### src/rtl/bcd_op_pkg.sv
// ============================================================================
// Module  : bcd_op_pkg
// Brief   : Shared state encoding, digit types and decimal constants for the
//           digit-serial BCD operating unit.
// Revision: 1.0 - initial release
// ============================================================================
`default_nettype none

package bcd_op_pkg;

    typedef enum logic [2:0] {
        ST_WAIT  = 3'd0,
        ST_LOAD  = 3'd1,
        ST_SUM   = 3'd2,
        ST_CHECK = 3'd3,
        ST_INC_C = 3'd4,
        ST_PLUS6 = 3'd5,
        ST_INC_S = 3'd6,
        ST_DONE  = 3'd7
    } state_e;

    typedef logic [3:0] bcd_digit_t;
    typedef logic [4:0] wide_digit_t;

    localparam wide_digit_t BCD_LIMIT = 5'd10;
    localparam bcd_digit_t  BCD_CORR  = 4'd6;

endpackage

`default_nettype wire

### src/rtl/bcd_op_ctrl.sv
// ============================================================================
// Module  : bcd_op_ctrl
// Brief   : Control FSM of the BCD operating unit; every output flag is a
//           register loaded from the next-state decode.
// Revision: 1.0 - initial release
// ============================================================================
`default_nettype none

module bcd_op_ctrl
    import bcd_op_pkg::*;
(
    input  logic clk,
    input  logic rst,
    input  logic i_start,
    input  logic i_x1,
    input  logic i_x2,
    input  logic i_x3,
    output logic o_add,
    output logic o_state_wait,
    output logic o_state_load,
    output logic o_state_sum,
    output logic o_state_inc_c,
    output logic o_state_plus_6_c,
    output logic o_state_inc_s,
    output logic o_done
);

    localparam logic [2:0] S_WAIT  = ST_WAIT;
    localparam logic [2:0] S_LOAD  = ST_LOAD;
    localparam logic [2:0] S_SUM   = ST_SUM;
    localparam logic [2:0] S_CHECK = ST_CHECK;
    localparam logic [2:0] S_INC_C = ST_INC_C;
    localparam logic [2:0] S_PLUS6 = ST_PLUS6;
    localparam logic [2:0] S_INC_S = ST_INC_S;
    localparam logic [2:0] S_DONE  = ST_DONE;

    logic [2:0] r_state;
    logic [2:0] w_next;
    logic       r_wait, r_load, r_add, r_sum_grp, r_inc_c, r_plus6, r_inc_s, r_done;

    always_comb begin
        w_next = S_WAIT;
        case (r_state)
            S_WAIT:  w_next = i_start ? S_LOAD : S_WAIT;
            S_LOAD:  w_next = S_SUM;
            S_SUM:   w_next = S_CHECK;
            S_CHECK: w_next = (i_x2 || i_x3) ? S_INC_C : S_INC_S;
            S_INC_C: w_next = S_PLUS6;
            S_PLUS6: w_next = S_INC_S;
            S_INC_S: w_next = i_x1 ? S_SUM : S_DONE;
            S_DONE:  w_next = S_WAIT;
            default: w_next = S_WAIT;
        endcase
    end

    // SUM and CHECK share the externally visible sum flag; r_add marks SUM only
    always_ff @(posedge clk or negedge rst) begin
        if (!rst) begin
            r_state   <= S_WAIT;
            r_wait    <= 1'b1;
            r_load    <= 1'b0;
            r_add     <= 1'b0;
            r_sum_grp <= 1'b0;
            r_inc_c   <= 1'b0;
            r_plus6   <= 1'b0;
            r_inc_s   <= 1'b0;
            r_done    <= 1'b0;
        end else begin
            r_state   <= w_next;
            r_wait    <= (w_next == S_WAIT);
            r_load    <= (w_next == S_LOAD);
            r_add     <= (w_next == S_SUM);
            r_sum_grp <= (w_next == S_SUM) || (w_next == S_CHECK);
            r_inc_c   <= (w_next == S_INC_C);
            r_plus6   <= (w_next == S_PLUS6);
            r_inc_s   <= (w_next == S_INC_S);
            r_done    <= (w_next == S_DONE);
        end
    end

    assign o_add            = r_add;
    assign o_state_wait     = r_wait;
    assign o_state_load     = r_load;
    assign o_state_sum      = r_sum_grp;
    assign o_state_inc_c    = r_inc_c;
    assign o_state_plus_6_c = r_plus6;
    assign o_state_inc_s    = r_inc_s;
    assign o_done           = r_done;

endmodule

`default_nettype wire

### src/rtl/bcd_operating_unit.sv
// ============================================================================
// Module  : bcd_operating_unit
// Brief   : Sequential N-digit BCD adder (digit-serial datapath + control FSM).
//           Optional define OVERFLOW_EN adds the ovf carry-out flag.
// Revision: 1.0 - initial release
// ============================================================================
`default_nettype none

module bcd_operating_unit
    import bcd_op_pkg::*;
#(
    parameter int N = 6
) (
    input  logic       clk,
    input  logic       rst,
    input  logic       start,
    input  logic [3:0] A_in [N],
    input  logic [3:0] B_in [N],
    output logic [4:0] C [N],
    output logic [3:0] s,
    output logic       done,
    output logic       state_wait,
    output logic       state_load,
    output logic       state_sum,
    output logic       state_inc_c,
    output logic       state_plus_6_c,
    output logic       state_inc_s
`ifdef OVERFLOW_EN
    ,
    output logic       ovf
`endif
);

    localparam logic [3:0] c_LAST = 4'(N - 1);
    localparam logic [4:0] c_NDIG = 5'(N);

    wide_digit_t r_c [N];
    logic [3:0]  r_s;
    logic [3:0]  w_k;
    wide_digit_t w_ck;
    logic        w_x1, w_x2, w_x3;
    logic        w_add, w_load, w_inc_c, w_plus6, w_inc_s;

    assign w_k = c_LAST - r_s;

    always_comb begin
        w_ck = '0;
        for (int i = 0; i < N; i++) begin
            if (4'(i) == w_k) w_ck = r_c[i];
        end
    end

    // x1 is judged in INC_S, so it looks at the count after this digit
    assign w_x1 = (({1'b0, r_s} + 5'd1) < c_NDIG);
    assign w_x2 = w_ck[4];
    assign w_x3 = (w_ck >= BCD_LIMIT) && !w_ck[4];

    bcd_op_ctrl u_ctrl (
        .clk              (clk),
        .rst              (rst),
        .i_start          (start),
        .i_x1             (w_x1),
        .i_x2             (w_x2),
        .i_x3             (w_x3),
        .o_add            (w_add),
        .o_state_wait     (state_wait),
        .o_state_load     (w_load),
        .o_state_sum      (state_sum),
        .o_state_inc_c    (w_inc_c),
        .o_state_plus_6_c (w_plus6),
        .o_state_inc_s    (w_inc_s),
        .o_done           (done)
    );

    always_ff @(posedge clk or negedge rst) begin
        if (!rst) begin
            for (int i = 0; i < N; i++) r_c[i] <= '0;
            r_s <= '0;
        end else begin
            if (w_load) begin
                for (int i = 0; i < N; i++) r_c[i] <= {1'b0, A_in[i]};
                r_s <= '0;
            end
            for (int i = 0; i < N; i++) begin
                if (w_add && (4'(i) == w_k))
                    r_c[i] <= r_c[i] + {1'b0, B_in[i]};
                if (w_inc_c && ((4'(i) + 4'd1) == w_k))
                    r_c[i] <= r_c[i] + 5'd1;
                if (w_plus6 && (4'(i) == w_k))
                    r_c[i] <= {1'b0, r_c[i][3:0] + BCD_CORR};
            end
            if (w_inc_s) r_s <= r_s + 4'd1;
        end
    end

`ifdef OVERFLOW_EN
    logic r_ovf;

    always_ff @(posedge clk or negedge rst) begin
        if (!rst)                        r_ovf <= 1'b0;
        else if (w_load)                 r_ovf <= 1'b0;
        else if (w_inc_c && w_k == 4'd0) r_ovf <= 1'b1;
    end

    assign ovf = r_ovf;
`endif

    assign C              = r_c;
    assign s              = r_s;
    assign state_load     = w_load;
    assign state_inc_c    = w_inc_c;
    assign state_plus_6_c = w_plus6;
    assign state_inc_s    = w_inc_s;

endmodule

`default_nettype wire

### config.mk
export PLATFORM = sky130hd
export DESIGN_NAME = bcd_operating_unit
export DESIGN_NICKNAME = d
export VERILOG_FILES = /design/src/rtl/bcd_op_pkg.sv /design/src/rtl/bcd_op_ctrl.sv /design/src/rtl/bcd_operating_unit.sv
export SDC_FILE = /design/constraint.sdc
export NUM_CORES = 1
export LEC_CHECK = 0
export ABC_AREA = 1
export BUFFER_PORTS_ARGS = -buffer_cell sky130_fd_sc_hd__buf_2
export CORE_ASPECT_RATIO = 1.5
export CORE_MARGIN = 4
export CORE_UTILIZATION = 55
export DETAILED_ROUTE_END_ITERATION = 8
export PLACE_DENSITY = 0.78
export RECOVER_POWER = 100
export SETUP_SLACK_MARGIN = 0.15
export SYNTH_ARGS = -nofsm -noshare
export SYNTH_HDL_FRONTEND = slang
export SYNTH_HIERARCHICAL = 1
export SYNTH_SLANG_ARGS = --single-unit
### constraint.sdc
create_clock -name clk -period 2.8 [get_ports clk]
set_input_delay 0.42 -clock clk [delete_from_list [all_inputs] [get_ports clk]]
set_output_delay 0.42 -clock clk [all_outputs]
set_load 0.1 [all_outputs]
==> results.py <==
metrics = {
    "synth": {
        "synth-seq-cells": 45,
        "synth_top_cell_area_share": 0.242,
        "ys_seq_area_frac": 0.248,
        "synthTopCellsByArea": "dfrtp_1 24%, nand2_1 15%, ha_1 13%",
        "avgSynthCellArea_um2": 6.84,
        "synth_cell_types": 36,
        "synth_largest_area_cell": "dfrtp_1",
        "syn_inst": 665,
        "syn_area_um2": 4550,
        "synth.yosys.warnings": 6,
        "syn_nets": 770,
    },
    "critical_path": {
        "endpoint_kind": "flop",
        "regToRegEndpoint": "u_ctrl/o_add",
        "crit_fanout": 6,
        "cp.arrival_ns": 2.58,
        "r2r_setup_slack_ns": 0.43,
        "path_class": "flop to flop",
        "worst-r2r-cell-count": 15,
        "start_kind": "flop",
        "r2r-start": "s[1]",
        "cp.required_ns": 3.01,
    },
    "route": {
        "drt-wirelength-per-cell_um": 13.3,
        "dr_wl_met2_um": 6020,
        "ant_nets": 0,
        "firstDrtPassIters": 4,
        "dr_wl_met3_um": 616,
        "vias": 4581,
        "wl_met1_um": 4690,
        "routed_wl_um": 11500,
        "drt-initial-drc-count": 197,
        "top_layer_used": "met4",
        "avgViaCountPerCell": 5.28,
        "route.detailed.drc": 0,
    },
    "final_layout": {
        "fin_area_um2": 5130,
        "n_antenna_cell": 0,
        "nets": 867,
        "syn2layout_area_growth_pct": 12.9,
        "drive_above_1_share": 0.119,
    },
    "sta": {
        "relSlewSlack": 0.205,
        "finalCritPeriodShare": 0.847,
        "hold_viol": 0,
        "rsz0062_at_grt": "no",
        "setup_violations": 0,
        "timing.final.crit_period_ns": 2.37,
        "fmax_ghz": 0.422,
        "worstMarginPinSlew_ns": 1.20,
        "skew_ns": 0.00300,
        "finalSetupTns_ns": 0,
        "report.final.slew_viol_count": 0,
    },
    "global_route": {
        "grt_pass1_vias": 4567,
        "overflow": 0,
        "antenna_found_initial": 0,
        "grt_max_degree": 46,
        "grt_pass1_wl_um": 19400,
        "grt_usage": 0.244,
    },
    "die": {
        "core_area_um2": 8060,
        "fp-row-count": 40,
        "start_util": 0.564,
        "die_height_um": 119,
        "fp.dieW_um": 82.3,
        "ios": 92,
        "dieArea_um2": 9820,
    },
    "clock_network": {
        "htreeDepth": 2,
        "clk_latency_ns": 0.29,
        "cts_setup_buffers": 0,
        "cts_tree": "done",
        "clk_root_buffer_cell": "clkbuf_16",
        "clkSinkCount": 45,
        "numCtsBuffers": 5,
        "clk_path_buf_depth": 2,
        "clkTransAtPathRegs_ns": 0.07,
    },
    "min_path": {
        "hold_path.class": "input port to asynchronous set/reset pin",
    },
    "place": {
        "place_hpwl_um": 9210,
        "routabilityCongestion": 0.906,
        "port-buffer-count": 91,
        "placed_cell_area_um2": 5130,
    },
    "outcome": {
        "status": "finished clean",
    },
    "job": {
        "maxCapViolCount": 0,
    },
}
timing repair:
item	4_1_cts	5_1_grt
hold endpoints to repair	0	0
gates resized for setup	0	1
setup endpoints to repair	0	4
hold buffers	0	0
registers in the layout, summed over array words and instances (netlist names):
| name | cells |
|---|---|
| u_ctrl/o_state_inc_s | 1 |
| u_ctrl/o_state_inc_c | 1 |
| u_ctrl/o_state_plus_6_c | 1 |
| u_ctrl/o_add | 1 |
| u_ctrl/o_state_sum | 1 |
| u_ctrl/o_state_wait | 1 |
| u_ctrl/r_state | 3 |
| s | 4 |
| u_ctrl/o_state_load | 1 |
| u_ctrl/o_done | 1 |
| C | 30 |
logic make-up after synthesis:
| group | share of synthesized area |
|---|---|
| simple gates | 0.360 |
| fa+ha+maj | 0.158 |
| xor+xnor | 0.0578 |
| flops | 0.248 |
| compound gates | 0.100 |
| buf+inv | 0.0754 |
cells in the mapped netlist, drive strengths merged:
cell type	number
a211oi	1
a21boi	1
a21oi	41
a31oi	2
a41oi	1
buf	1
dfrtp	44
dfstp	1
fa	6
ha	48
inv	90
nand2	199
nand3	58
nand3b	5
nand4	6
nor2	81
nor3	4
o211ai	1
o21a	1
o21ai	35
o21bai	1
o22ai	1
or2	7
xnor2	8
xor2	22
routing by layer:
layer / track usage / vias up
li1: - / 2333
met3: 0.0371 / 24
met4: 0.0738 / 0
met2: 0.438 / 111
met5: 0 / -
met1: 0.287 / 2113
worst max-delay path by stage:
stage	startpoint	end	cells past startpoint
after CTS	s[1]	u_ctrl/o_state_inc_c	16
after global routing	s[1]	u_ctrl/o_add	15
after detailed placement	s[1]	u_ctrl/o_state_inc_c	16
after floorplan	s[1]	u_ctrl/o_state_inc_c	16
final	s[1]	u_ctrl/o_add	15
after global placement	s[1]	u_ctrl/o_state_inc_c	16
metrics by stage:
| stage | worst slack (ns) | utilization | hold WS, ns | std cells |
|---|---|---|---|---|
| floorplan | 0.216 | - | 0.124 | 665 |
| global placement | 0.600 | 0.637 | 0.534 | 860 |
| detailed placement | 0.424 | 0.637 | 0.555 | 860 |
| CTS | 0.395 | 0.655 | 0.350 | 868 |
| global route | 0.0865 | 0.637 | 0.396 | 868 |
| finish | 0.429 | 0.637 | 0.323 | 868 |
layout make-up:
type | count | area [um^2]
inverter | 90 | 338
multi-input combinational | 529 | 2990
clock inverter | 3 | 21.3
fill | 798 | 2920
sequential | 45 | 1130
clock buffer | 5 | 125
timing repair buffer | 91 | 404
tap | 105 | 131
cells in the final DEF, fill, tap and decap left out, types with 6 or more instances in the layout:
cell type	count
a21oi_1	41
buf_2	50
clkbuf_1	41
dfrtp_1	44
fa_1	6
ha_1	48
inv_1	81
inv_2	9
nand2_1	190
nand2_2	9
nand3_1	56
nand4_1	6
nor2_1	74
o21ai_0	30
xnor2_1	8
xor2_1	22
critical path: stages, from the launching register on:
cell      delay (ns)
dfrtp_1         0.44
ha_1            0.44
inv_1           0.16
nor2_4          0.22
nand3_1         0.11
nand2_1         0.08
inv_1           0.04
nand2_1         0.08
nand2_1         0.06
o21bai_1        0.12
inv_1           0.05
nor2_1          0.12
nand2_1         0.06
nand2_1         0.08
nand3_1         0.10
nor2_1          0.13
Power is left out: the tool's default activity adds up to more than one toggle a clock period on the data nets, which glitch-free logic cannot reach.
